## src/rtl/ram_burst_master_pkg.sv

```systemverilog
// Shared definitions for the RAM burst master: default widths and the
// controller state encoding.
package ram_burst_master_pkg;

    localparam int ADDR_W_DEF = 10;
    localparam int DATA_W_DEF = 32;
    localparam int LEN_W_DEF  = 11;
    localparam int RAM_DEPTH  = 1 << ADDR_W_DEF;

    typedef enum logic [2:0] {
        ST_IDLE  = 3'd0,
        ST_WRITE = 3'd1,
        ST_READ  = 3'd2,
        ST_DRAIN = 3'd3,
        ST_DONE  = 3'd4
    } state_e;

endpackage

```

## src/rtl/ram_rd_fifo.sv

```systemverilog
// Two-entry read-return FIFO. It absorbs the RAM's registered read latency so
// the read stream can be stalled without losing words that are already in flight.
module ram_rd_fifo #(
    parameter int DATA_W = 32
) (
    input  logic              clk,
    input  logic              rst_n,
    input  logic              push_i,
    input  logic [DATA_W-1:0] din_i,
    input  logic              pop_i,
    output logic [DATA_W-1:0] dout_o,
    output logic [1:0]        count_o
);

    logic [DATA_W-1:0] mem_q [2];
    logic              wr_ptr_q;
    logic              rd_ptr_q;
    logic [1:0]        count_q;

    // Storage, pointers and occupancy; a push and a pop in the same cycle are both honoured.
    always_ff @(posedge clk or negedge rst_n) begin
        if (!rst_n) begin
            mem_q[0] <= '0;
            mem_q[1] <= '0;
            wr_ptr_q <= 1'b0;
            rd_ptr_q <= 1'b0;
            count_q  <= 2'd0;
        end else begin
            if (push_i) begin
                mem_q[wr_ptr_q] <= din_i;
                wr_ptr_q        <= ~wr_ptr_q;
            end
            if (pop_i) begin
                rd_ptr_q <= ~rd_ptr_q;
            end
            count_q <= count_q + {1'b0, push_i} - {1'b0, pop_i};
        end
    end

    assign dout_o  = mem_q[rd_ptr_q];
    assign count_o = count_q;

endmodule

```

## src/rtl/ram_burst_master.sv

```systemverilog
// Burst initiator for the single-port synchronous RAM. It takes one read or
// write burst command at a time, streams write words straight onto the RAM
// pins, and paces read issues so the 2-entry return FIFO can never overflow.
module ram_burst_master
    import ram_burst_master_pkg::*;
#(
    parameter int ADDR_W = ADDR_W_DEF,
    parameter int DATA_W = DATA_W_DEF,
    parameter int LEN_W  = LEN_W_DEF
) (
    input  logic              clk,
    input  logic              rst_n,
    input  logic              cmd_valid,
    output logic              cmd_ready,
    input  logic              cmd_write,
    input  logic [ADDR_W-1:0] cmd_addr,
    input  logic [LEN_W-1:0]  cmd_len,
    input  logic              wr_valid,
    output logic              wr_ready,
    input  logic [DATA_W-1:0] wr_data,
    output logic              rd_valid,
    input  logic              rd_ready,
    output logic [DATA_W-1:0] rd_data,
    output logic              busy,
    output logic              done,
    output logic              ram_we,
    output logic [ADDR_W-1:0] ram_addr,
    output logic [DATA_W-1:0] ram_din,
    input  logic [DATA_W-1:0] ram_dout
);

    localparam int unsigned DEPTH = (ADDR_W == ADDR_W_DEF) ? RAM_DEPTH : (1 << ADDR_W);
    localparam logic [ADDR_W-1:0] LAST_ADDR = ADDR_W'(DEPTH - 1);

    state_e             state_q, state_d;
    logic [ADDR_W-1:0]  cur_addr_q, cur_addr_d;
    logic [LEN_W-1:0]   remaining_q, remaining_d;
    logic               inflight_q, inflight_d;
    logic               issue;
    logic               pop;
    logic [1:0]         fifo_cnt;
    logic [DATA_W-1:0]  fifo_dout;
    logic [ADDR_W-1:0]  next_addr;

    assign rd_valid  = (fifo_cnt != 2'd0);
    assign pop       = rd_valid && rd_ready;
    assign rd_data   = fifo_dout;
    assign ram_addr  = cur_addr_q;
    assign next_addr = (cur_addr_q == LAST_ADDR) ? '0 : cur_addr_q + 1'b1;

    // The word read last cycle lands in the FIFO this cycle.
    ram_rd_fifo #(.DATA_W(DATA_W)) u_fifo (
        .clk     (clk),
        .rst_n   (rst_n),
        .push_i  (inflight_q),
        .din_i   (ram_dout),
        .pop_i   (pop),
        .dout_o  (fifo_dout),
        .count_o (fifo_cnt)
    );

    // State, address, remaining count and read-in-flight registers.
    always_ff @(posedge clk or negedge rst_n) begin
        if (!rst_n) begin
            state_q     <= ST_IDLE;
            cur_addr_q  <= '0;
            remaining_q <= '0;
            inflight_q  <= 1'b0;
        end else begin
            state_q     <= state_d;
            cur_addr_q  <= cur_addr_d;
            remaining_q <= remaining_d;
            inflight_q  <= inflight_d;
        end
    end

    // Next-state and output decode; ram_we follows wr_valid combinationally so the RAM
    // captures the word on the handshake edge.
    always_comb begin
        state_d     = state_q;
        cur_addr_d  = cur_addr_q;
        remaining_d = remaining_q;
        issue       = 1'b0;
        cmd_ready   = 1'b0;
        wr_ready    = 1'b0;
        ram_we      = 1'b0;
        ram_din     = '0;
        done        = 1'b0;
        busy        = (state_q != ST_IDLE);

        case (state_q)
            ST_IDLE: begin
                cmd_ready = 1'b1;
                if (cmd_valid) begin
                    cur_addr_d  = cmd_addr;
                    remaining_d = cmd_len;
                    if (cmd_len == '0)  state_d = ST_DONE;
                    else if (cmd_write) state_d = ST_WRITE;
                    else                state_d = ST_READ;
                end
            end
            ST_WRITE: begin
                wr_ready = 1'b1;
                ram_we   = wr_valid;
                ram_din  = wr_data;
                if (wr_valid) begin
                    cur_addr_d  = next_addr;
                    remaining_d = remaining_q - 1'b1;
                    if (remaining_q == LEN_W'(1)) state_d = ST_DONE;
                end
            end
            ST_READ: begin
                // Issue only if the FIFO can still hold every word already committed.
                issue = (({1'b0, fifo_cnt} + {2'b00, inflight_q}) < (3'd2 + {2'b00, pop}));
                if (issue) begin
                    cur_addr_d  = next_addr;
                    remaining_d = remaining_q - 1'b1;
                    if (remaining_q == LEN_W'(1)) state_d = ST_DRAIN;
                end
            end
            ST_DRAIN: begin
                if (!inflight_q && ((fifo_cnt - {1'b0, pop}) == 2'd0)) state_d = ST_DONE;
            end
            ST_DONE: begin
                done    = 1'b1;
                state_d = ST_IDLE;
            end
            default: state_d = ST_IDLE;
        endcase
    end

    assign inflight_d = issue;

endmodule

```

## config.mk

```make
export PLATFORM = sky130hd
export DESIGN_NAME = ram_burst_master
export DESIGN_NICKNAME = d
export VERILOG_FILES = /design/src/rtl/ram_burst_master_pkg.sv /design/src/rtl/ram_rd_fifo.sv /design/src/rtl/ram_burst_master.sv
export SDC_FILE = /design/constraint.sdc
export NUM_CORES = 1
export LEC_CHECK = 0
export CORE_UTILIZATION = 25
export CTS_CLUSTER_DIAMETER = 200
export DETAILED_ROUTE_END_ITERATION = 8
export PLACE_DENSITY = 0.46
export SLEW_MARGIN = 20
export SYNTH_ARGS = -nofsm -noshare
export SYNTH_HDL_FRONTEND = slang
export SYNTH_SLANG_ARGS = --single-unit
```

## constraint.sdc

```tcl
create_clock -name clk -period 4.65 [get_ports clk]
set_clock_uncertainty 0.15 [all_clocks]
set_input_delay 0.6975 -clock clk [delete_from_list [all_inputs] [get_ports clk]]
set_output_delay 0.6975 -clock clk [all_outputs]
set_load 0.02 [all_outputs]
```

Word-level counts from Yosys, hierarchy flattened
Cells that the tools add are included.

operators by class
  add/subtract/negate cells = 7
  $lt $le $gt $ge = 4
  eq/ne operators = 12
  muxes and demuxes = 30
  bitwise logic cells = 4
  reduce and logical (&&, ||, !) cells = 12

operator list
  kind                                                count
  two-way mux 32 bit                                  5
  bitwise mux 64 bit                                  1
  two-way mux 10 bit                                  4
  two-way mux 11 bit                                  3
  case mux 11 bit (3 select lines)                    1
  demux 32 bit (select 1 bit)                         1
  case mux 10 bit (3 select lines)                    1
  two-way mux 3 bit                                   7
  != test 2 bit, second input constant                6
  case mux 3 bit (4 select lines)                     1
  == test 11 x 1 -> 1 bit, second input constant      1
  zero test 11 bit                                    1
  subtractor 11 x 1 -> 11 bit, second input constant  1
  adder 10 x 1 -> 10 bit, second input constant       1
  == test 10 bit, second input constant               1
  == test 3 x 2 -> 1 bit, second input constant       2
  AND reduction 6 bit                                 1
  nonzero test 3 bit                                  2
  two-way mux 1 bit                                   5
  >= comparator 2 bit, second input constant          2
  NOT 1 -> 2 bit                                      2
  AND reduction 4 bit                                 1
  subtractor 2 x 1 -> 2 bit                           2
  adder 2 x 1 -> 3 bit                                1
  13 further kinds                                    16

storage, ports and cells
  register bits after elaboration = 93
  input bits = 91
  output and inout bits = 80
  logic and storage cells = 78

Depth between registers and ports, before layout
Gate-level depths: netlist of the first run.

  word-level depth = 7
  mapped depth = 8
  depth with buffers taken out = 7

Cells and area by module
From an unflattened synthesis of the first run, not the netlist that was laid out.

second synthesis, totals
  cells, all modules = 434
  area, all modules = 4898.4 µm²

by module, submodules not included
  module            times used  cells each  area each (µm²)  seq. area each (µm²)
  ram_rd_fifo       1           185         2974.1           1701.6
  ram_burst_master  1           249         1924.3           625.6

Worst setup path before layout of the first run
Ideal clock, no wire load.

  kind = reg-to-output
  from = register state_q[1]
  to = output port ram_din[22]
  arrival = 1.585 ns
  data required time = 3.803 ns
  slack = 2.218 ns
  cell stages (with the launch flop) = 6
  path buffers = 2
  cells stage by stage = dfrtp_1 -> clkbuf_1 -> nand2b_1 -> nor2_1 -> clkbuf_1 -> and2_1

on the way
  cells in the longest elaborated chain, start to end = 2

ends and longest elaborated chain
  item                    RTL line                RTL
  from (decl)             ram_burst_master.sv:35  state_e state_q, state_d;
  from (signal assigned)  ram_burst_master.sv:70  state_q <= state_d;
  == test 3 x 1 -> 1 bit  ram_burst_master.sv:91  case (state_q)
  two-way mux 32 bit      ram_burst_master.sv:91
  to (decl)               ram_burst_master.sv:28  output logic [DATA_W-1:0] ram_din,

Every way passes these cells.

Worst setup path in the final report of the first run
  from = register state_q[2]
  to = output port done

on the way
  cells in the longest elaborated chain, start to end = 2

ends and longest elaborated chain
  item               RTL line                RTL
  == test 3 bit      ram_burst_master.sv:91
  two-way mux 1 bit  ram_burst_master.sv:91
  to (decl)          ram_burst_master.sv:25  output logic done,

Every way passes these cells.

==> results of run 1 <==
==> registers in the layout (all words and copies together) (netlist names) <==
signal and cells:
u_fifo.mem_q 64, u_fifo.rd_ptr_q 1, remaining_q 11, ram_addr 10, u_fifo.count_o 2, u_fifo.wr_ptr_q 1, inflight_q 1, state_q 3
==> kinds of logic (layout without fill, tap and decap cells) <==
logic type / Yosys count / in the layout / synth area share (%)
buf+inv: 43 / 209 / 3.376
flops: 93 / 93 / 48.31
simple gates: 108 / 108 / 12.36
xor+xnor: 3 / 3 / 0.5456
fa+ha+maj: 7 / 7 / 1.766
compound gates: 77 / 77 / 10.49
mux: 99 / 99 / 23.14
==> path summary, 6_finish.rpt <==
check                                          endpoint  slack (ns)  cells after the start
setup / recovery                                   done        1.53                      4
hold / removal              u_fifo.mem_q[2]$_DFFE_PN0P_        0.30                      1
setup reg to reg             remaining_q[7]$_DFFE_PN0P_        1.72                      7
hold reg to reg             u_fifo.rd_ptr_q$_DFFE_PN0P_        0.32                      1
max in group asynchronous  u_fifo.mem_q[38]$_DFFE_PN0P_        3.12                      2
min in group clk            u_fifo.rd_ptr_q$_DFFE_PN0P_        0.32                      1
==> layout make-up <==
cell class | count | area (µm²)
Sequential cell | 93 | 2327
Inverter | 15 | 56.30
Multi-Input combinational cell | 294 | 2335
Tap cell | 234 | 292.8
Timing Repair Buffer | 178 | 1759
Clock buffer | 10 | 229.0
Fill cell | 1806 | 11650
Clock inverter | 6 | 118.9
==> cells in the mapped netlist (2+ instances only) <==
| master | n | share of area [%] |
|---|---|---|
| a211oi_1 | 6 | 0.93 |
| a21oi_1 | 13 | 1.4 |
| a22oi_1 | 4 | 0.62 |
| a2bb2oi_1 | 7 | 1.3 |
| a31oi_1 | 3 | 0.39 |
| a32oi_1 | 2 | 0.36 |
| and2_1 | 32 | 4.2 |
| and3_1 | 3 | 0.39 |
| and4_1 | 2 | 0.36 |
| buf_1 | 7 | 0.55 |
| clkbuf_1 | 20 | 1.6 |
| dfrtp_1 | 93 | 48 |
| ha_1 | 6 | 1.6 |
| inv_1 | 15 | 1.2 |
| mux2_2 | 99 | 23 |
| nand2_1 | 12 | 0.93 |
| nand2b_1 | 3 | 0.39 |
| nand3_1 | 5 | 0.52 |
| nand4_1 | 3 | 0.39 |
| nor2_1 | 22 | 1.7 |
| nor2b_1 | 2 | 0.26 |
| nor3_1 | 11 | 1.1 |
| nor4_1 | 3 | 0.39 |
| o21a_1 | 2 | 0.31 |
| o21ai_0 | 20 | 2.1 |
| o22a_1 | 2 | 0.36 |
| o22ai_1 | 7 | 0.91 |
| o31ai_1 | 7 | 1.1 |
| or2_2 | 3 | 0.39 |
| or4_4 | 2 | 0.47 |
| xnor2_1 | 2 | 0.36 |
==> power groups by stage <==
| stage | registers (µW) | clock network, µW | logic (µW) |
|---|---|---|---|
| floorplan | 1470 | 0 | 1900 |
| global placement | 1510 | 0 | 3000 |
| detailed placement | 1530 | 0 | 3040 |
| CTS | 1520 | 887 | 3050 |
| global route | 1590 | 923 | 3240 |
| finish | 1520 | 853 | 3000 |
==> worst max-delay path, stage by stage, from the launching register on <==
cell and delay, ns:
dfrtp_1 0.78, buf_4 0.33, inv_1 0.07, nor2_1 0.10, clkdlybuf4s50_1 0.64
==> metrics by stage <==
stage          instances  utilization (%)  power (µW)  worst slack (ns)
2_1_floorplan        430                -        3364             2.218
3_3_place_gp         814            36.07        4509             1.320
3_5_place_dp         814            36.07        4572             1.238
4_1_cts              830            37.93        5454             1.490
5_1_grt              830            37.93        5751             1.359
6_report             830            37.93        5378             1.528
==> routing by layer <==
metal | track usage (%) | share of wire (%) | vias up | routed length (µm)
met5 | 0 | 0 | - | 0
met3 | 3.567 | 5.6 | 10 | 737
li1 | - | - | 1862 | -
met2 | 22.05 | 47 | 130 | 6210
met1 | 18.05 | 46 | 1920 | 6150
met4 | 3.089 | 1.0 | 0 | 133
==> impl_metrics.tcl, run 1 <==
set metrics [dict create \
    status "completed" \
    p_comb_share_pct 55.9 \
    internal_power_uw 3294 \
    drtAntennaViolNets 0 \
    stdcell_area_mm2 0.007118 \
    place_hpwl_um 9499 \
    min_path_type "input port to async pin" \
    max_cap_violations 0 \
    dieArea_mm2 0.01983 \
    worst_ep_arrival_time_ns 2.27 \
    period_needed_ns 3.122 \
    cts_resized 0 \
    grt_pass1_vias 4006 \
    slew_violations 0 \
    totalWireLength_um 13230 \
    die_w_um 140.8 \
    switching_share_pct 38.75 \
    grt_pass1_wl_um 20910 \
    crit_path_start "state_q[2]$_DFFE_PN0P_" \
    timing.rr.start "inflight_q$_DFF_PN0_" \
    p_leak_uw 0.002825 \
    grt_max_degree 70 \
    p_clk_share_pct 15.9 \
    ys_seq_area_share_pct 48.31 \
    io_pins 171 \
    netlist_area_mm2 0.004817 \
    layout_commonest_cell "clkdlybuf4s50_1" \
    ys_types 43 \
    remaining_drc_errors 0 \
    tightest_slew_ns 1.038 \
    cp-end-kind "output pin" \
    required_ns 3.80 \
    place_area_mm2 0.006770 \
    via_per_inst 4.725 \
    syn_inst 430 \
    die_h_um 140.8 \
    syn_area_per_cell_um2 11.20 \
    critical_path_class "flip-flop to output pin" \
    hold_ws_ns 0.3012 \
    clk_pin_slew_worst_paths_ns 0.07 \
    syn_nets 527 \
    setup_tns_ns 0 \
    area_growth_pct 47.77 \
    cts_sinks 93 \
    rsz0062_at_grt "no" \
    postCtsSetupBuffers 0 \
    slew_headroom_pct 30.64 \
    cts-root-buf "clkbuf_16" \
    start_util_pct 25.67 \
    grt.overflow.total 0 \
    async_flop_share_pct 100.0 \
    hold_viol 0 \
    yosys_register_bits 93 \
    cts_made_buffers 9 \
    synth_edf_count 0 \
    firstDrtPassIters 5 \
    seqPwrFrac_pct 28.3 \
    place.port_buffers 170 \
    clock_latency_ns 0.34 \
    grt.total_usage_pct 13.58 \
    final_cell_mix "clkdlybuf4s50_1 (169), mux2_2 (99), dfrtp_1 (93)" \
    place.gp.congestion 0.8001 \
    antenna_found_initial 0 \
    switching_power_uw 2084 \
    ys_dominant_reg_cell "dfrtp_1" \
    diodes 0 \
    cts-root-to-sink-buffers 2 \
    min_period_over_period_pct 67.15 \
    cts_tree "yes" \
    hold_buffers 0 \
    yosys_warnings 0 \
    wire_per_inst_um 15.94 \
    power.density_mw_per_mm2 755.5 \
    critPathMaxFanout 20 \
    ctsHtreeMaxLevel 3 \
    ir_drop_v 0.0002366 \
    cp-start-kind "flip-flop" \
    rows 50 \
    nets 688 \
    layout-drive-gt1-share_pct 21.98 \
    fmax_mhz 320.3 \
    via_count 3922 \
    first_iter_violations 194 \
    coreArea_mm2 0.01877 \
    finalSetupViolations 0 \
]
Note: power is estimated with default switching activity, not from simulation.
==> inputs of run 2 (changes only) <==
clock period = 3.25 ns   (was 4.65 ns; I/O delays follow)
==> impl_metrics.tcl, run 2 (synthesized netlist as in run 1, its figures left out) <==
set metrics [dict create \
    status "completed" \
    largest_reg_flops 64 \
    power.density_mw_per_mm2 1058 \
    totalWireLength_um 13170 \
    stdcell_count 833 \
    finalSetupViolations 0 \
    slew_violations 0 \
    ctsHtreeMaxLevel 3 \
    remaining_drc_errors 0 \
    clock_latency_ns 0.34 \
    cts-root-to-sink-buffers 2 \
    area_growth_pct 47.27 \
    numPlacedInstances 817 \
    tightest_slew_ns 0.7086 \
    grt_max_degree 54 \
    stdcell_area_mm2 0.007094 \
    slew_headroom_pct 52.76 \
    min_period_over_period_pct 89.01 \
    required_ns 2.61 \
    place.gp.congestion 0.8279 \
    critPathMaxFanout 33 \
    cp-start-kind "flip-flop" \
    drtAntennaViolNets 0 \
    place.port_buffers 170 \
    p_comb_share_pct 57.8 \
    ir_drop_v 0.0003354 \
    top_register "u_fifo.mem_q" \
    critical_path_class "flip-flop to output pin" \
    cts-root-buf "clkbuf_16" \
    antenna_found_initial 0 \
    use_met3_pct 2.649 \
    first_iter_violations 135 \
    seqPwrFrac_pct 28.8 \
    min_path_type "input port to async pin" \
    setup_tns_ns 0 \
    p_clk_share_pct 13.4 \
    p_leak_uw 0.002811 \
    power_uw 7507 \
    max_cap_violations 0 \
    place_hpwl_um 9421 \
    cts_tree "yes" \
    firstDrtPassIters 5 \
    via_count 3894 \
    switching_share_pct 39.47 \
    grt.total_usage_pct 13.64 \
    fmax_mhz 345.7 \
    diodes 0 \
    met2_usage_pct 21.76 \
    coreArea_mm2 0.01877 \
    wire_per_inst_um 15.81 \
    grt_pass1_vias 4010 \
    cts_resized 0 \
    rows 50 \
    met1_usage_pct 18.59 \
    final_cell_mix "clkdlybuf4s50_1 (169), mux2_2 (99), dfrtp_1 (93)" \
    grt.busiest_layer "met2" \
    period_needed_ns 2.893 \
    postCtsSetupBuffers 0 \
    switching_power_uw 2963 \
    layout_commonest_cell "clkdlybuf4s50_1" \
    io_pins 171 \
    cts_sinks 93 \
    die_w_um 140.8 \
    worst_ep_arrival_time_ns 2.26 \
    hold_buffers 0 \
    layout-drive-gt1-share_pct 22.37 \
    cts_made_buffers 9 \
    cp-end-kind "output pin" \
    grt.overflow.total 0 \
    rsz0062_at_grt "no" \
    die_h_um 140.8 \
    r2r_cells 5 \
    start_util_pct 25.67 \
    place_area_mm2 0.006805 \
    hold_viol 0 \
    internal_power_uw 4544 \
    via_per_inst 4.675 \
    clk_pin_slew_worst_paths_ns 0.07 \
    grt_pass1_wl_um 21130 \
    dieArea_mm2 0.01983 \
    nets 691 \
]
[run 2: changes by cell type in the layout (fill, tap and decap cells not counted), sizes merged]
cell      before  now
buf            9   12
clkinvlp       0    2
bufinv         3    0
clkbuf        10   12
inv           17   15
clkinv         1    2
[run 2: worst max-delay path, cell delays in order (launching register included)]
cell and delay [ns]:
dfrtp_1 0.48, nand2b_1 0.25, nor2_1 0.12, buf_4 0.27, and2_1 0.17, clkdlybuf4s50_1 0.62
[run 2: metal layers]
metal  vias up  share of wire [%]
met2       100                 47
met5         -                  0
met4         0                1.2
li1       1871                  -
met1      1911                 47
met3        12                4.3
[run 2: layout make-up]
type / count / area, µm²
multi-input cells: 294 / 2335
fillers: 1828 / 11670
flip-flops and latches: 93 / 2327
inverters: 15 / 56.30
well taps: 234 / 292.8
clock buffers: 12 / 256.5
repair buffers: 181 / 1794
clock inverters: 4 / 32.53
[run 2: stage by stage]
step | setup WS, ns | hold slack [ns] | util [%]
floorplan | 0.9497 | 0.04191 | -
CTS | 0.3321 | 0.05979 | 37.80
global placement | 0.6769 | 0.3173 | 36.26
detailed placement | 0.6363 | 0.3178 | 36.26
global route | 0.2222 | 0.1063 | 37.80
finish | 0.3573 | 0.04986 | 37.80
[run 2: path summary, 6_finish.rpt]
kind                                             startpoint                           end  slack, ns
worst max-delay path                 state_q[1]$_DFFE_PN0P_                    ram_din[6]       0.36
worst min-delay path                                  rst_n  u_fifo.mem_q[34]$_DFFE_PN0P_       0.05
worst max register to register       state_q[0]$_DFFE_PN0P_       ram_addr[5]$_DFFE_PN0P_       0.78
worst min register to register  u_fifo.rd_ptr_q$_DFFE_PN0P_   u_fifo.rd_ptr_q$_DFFE_PN0P_       0.32
max in group asynchronous                             rst_n    remaining_q[6]$_DFFE_PN0P_       2.21
min in group clk                u_fifo.rd_ptr_q$_DFFE_PN0P_   u_fifo.rd_ptr_q$_DFFE_PN0P_       0.32
[run 2: power by group through the flow]
stage          Clock [µW]  Sequential [µW]  Combinational, µW
3_5_place_dp            0             2170               4390
5_1_grt              1100             2260               4710
4_1_cts              1060             2160               4400
6_report             1010             2160               4340
3_3_place_gp            0             2140               4340
2_1_floorplan           0             2100               2720
==> inputs of run 3 (changes only) <==
RECOVER_POWER = 50   (was default)
==> impl_metrics.tcl, run 3 (synthesized netlist as in run 1, its figures left out) <==
set metrics [dict create \
    place.gp.congestion 0.8279 \
    grt_max_degree 54 \
    place_area_mm2 0.006805 \
    use_met3_pct 2.649 \
    failed_checks "max-capacitance violations, max-slew violations" \
    grt.overflow.total 0 \
    clock_latency_ns 0.34 \
    slew_headroom_pct -34.63 \
    internal_power_uw 4542 \
    fmax_mhz 345.6 \
    r2r_end "u_fifo.mem_q[21]$_DFFE_PN0P_" \
    start_util_pct 25.67 \
    crit_path_max_incr_delay_ns 0.62 \
    dp_slack_ns 0.6363 \
    critPathMaxFanout 33 \
    timing.rr.start "inflight_q$_DFF_PN0_" \
    reg2reg_slack_ns 0.52 \
    stdcell_count 833 \
    via_per_inst 4.682 \
    seqPwrFrac_pct 28.7 \
    clk_pin_slew_worst_paths_ns 0.07 \
    period_needed_ns 2.894 \
    via_count 3900 \
    die_w_um 140.8 \
    stdcell_area_mm2 0.007066 \
    cp-start-kind "flip-flop" \
    grt.total_usage_pct 13.64 \
    antenna_found_initial 0 \
    firstDrtPassIters 4 \
    p_clk_share_pct 13.5 \
    cts-root-buf "clkbuf_16" \
    place.port_buffers 170 \
    diodes 0 \
    postCtsSetupBuffers 0 \
    r2r_cells 3 \
    required_ns 2.61 \
    slew_violations 33 \
    critical_path_class "flip-flop to output pin" \
    remaining_drc_errors 0 \
    rows 50 \
    nFillCells 1833 \
    grt_pass1_wl_um 21130 \
    cp-end-kind "output pin" \
    place_hpwl_um 9421 \
    io_pins 171 \
    die_h_um 140.8 \
    tightest_slew_ns 2.019 \
    area_growth_pct 46.68 \
    largest_reg_flops 64 \
    setup_tns_ns 0 \
    switching_share_pct 39.43 \
    p_leak_uw 0.002800 \
    grt_pass1_vias 4010 \
    ctsHtreeMaxLevel 3 \
    cts_made_buffers 9 \
    cts_sinks 93 \
    drtAntennaViolNets 0 \
    worst_ep_arrival_time_ns 2.26 \
    cts_tree "yes" \
    layout-drive-gt1-share_pct 22.04 \
    met1_usage_pct 18.59 \
    final_cell_mix "clkdlybuf4s50_1 (168), mux2_2 (99), dfrtp_1 (93)" \
    dieArea_mm2 0.01983 \
    cts_resized 0 \
    met2_usage_pct 21.76 \
    cts-root-to-sink-buffers 2 \
    top_register "u_fifo.mem_q" \
    totalWireLength_um 13150 \
    hold_buffers 0 \
    first_iter_violations 128 \
    post-route-util_pct 37.65 \
    grt.busiest_layer "met2" \
    path_cells "nand2b_1, nor2_1, buf_4, and2_1, clkdlybuf4s50_1" \
    layout_commonest_cell "clkdlybuf4s50_1" \
    min_path_type "input port to async pin" \
    status "finished, violations left" \
    p_comb_share_pct 57.8 \
    finalSetupViolations 0 \
    hold_viol 0 \
    wire_per_inst_um 15.79 \
    max_cap_violations 1 \
    worst_slack_ns 0.3565 \
    min_period_over_period_pct 89.03 \
    crit_slowest_cell "clkdlybuf4s50_1" \
    crit_path_start "state_q[1]$_DFFE_PN0P_" \
    ir_drop_v 0.0003354 \
    rsz0062_at_grt "no" \
    coreArea_mm2 0.01877 \
    switching_power_uw 2957 \
    numPlacedInstances 817 \
    nets 691 \
    power.density_mw_per_mm2 1061 \
]
## run 3: cell count changes in the layout (fill, tap and decap cells not counted), sizes merged
cell	before	now
clkdlybuf4s50	169	168
clkbuf	12	15
buf	12	9
dlygate4sd3	0	1
## run 3: per-stage QoR
step / hold slack, ns / power (µW)
after floorplan: 0.04191 / 4814
after global placement: 0.3173 / 6487
after detailed placement: 0.3178 / 6566
after CTS: 0.05979 / 7616
after global routing: 0.3425 / 8065
final: 0.3022 / 7499
## run 3: worst max path at each step
stage	endpoint	cells past startpoint	slack (ns)
floorplan	remaining_q[9]$_DFFE_PN0P_	5	0.95
global placement	remaining_q[9]$_DFFE_PN0P_	6	0.68
detailed placement	remaining_q[9]$_DFFE_PN0P_	6	0.64
CTS	ram_din[6]	5	0.33
global route	ram_din[6]	5	0.22
finish	ram_din[6]	5	0.36
## run 3: final cells by class
class / count / area [µm²] / area share (%)
clock buffer: 12 / 256.5 / 3.630
clock inverter: 4 / 32.53 / 0.4604
inverter: 15 / 56.30 / 0.7969
multi-input combinational: 294 / 2327 / 32.94
sequential: 93 / 2327 / 32.94
tap: 234 / 292.8 / 4.144
timing repair buffer: 181 / 1773 / 25.09
## run 3: routing by layer
metal / vias to the layer above / wire length (µm)
met2: 101 / 6253
met5: - / 0
met3: 12 / 545
li1: 1875 / -
met1: 1912 / 6198
met4: 0 / 157
## run 3: critical path, delay by kind of cell (launching register included)
kind / cells / cell delay, ns
flip-flops: 1 / 0.48
buffers and inverters: 2 / 0.89
AND/OR/NAND/NOR: 3 / 0.55
## run 3: power groups by stage
stage	Clock, µW	Combinational [µW]	Sequential [µW]
after floorplan	0	2720	2100
after global placement	0	4340	2140
after detailed placement	0	4390	2170
after CTS	1060	4400	2160
after global routing	1100	4710	2250
final	1010	4330	2160
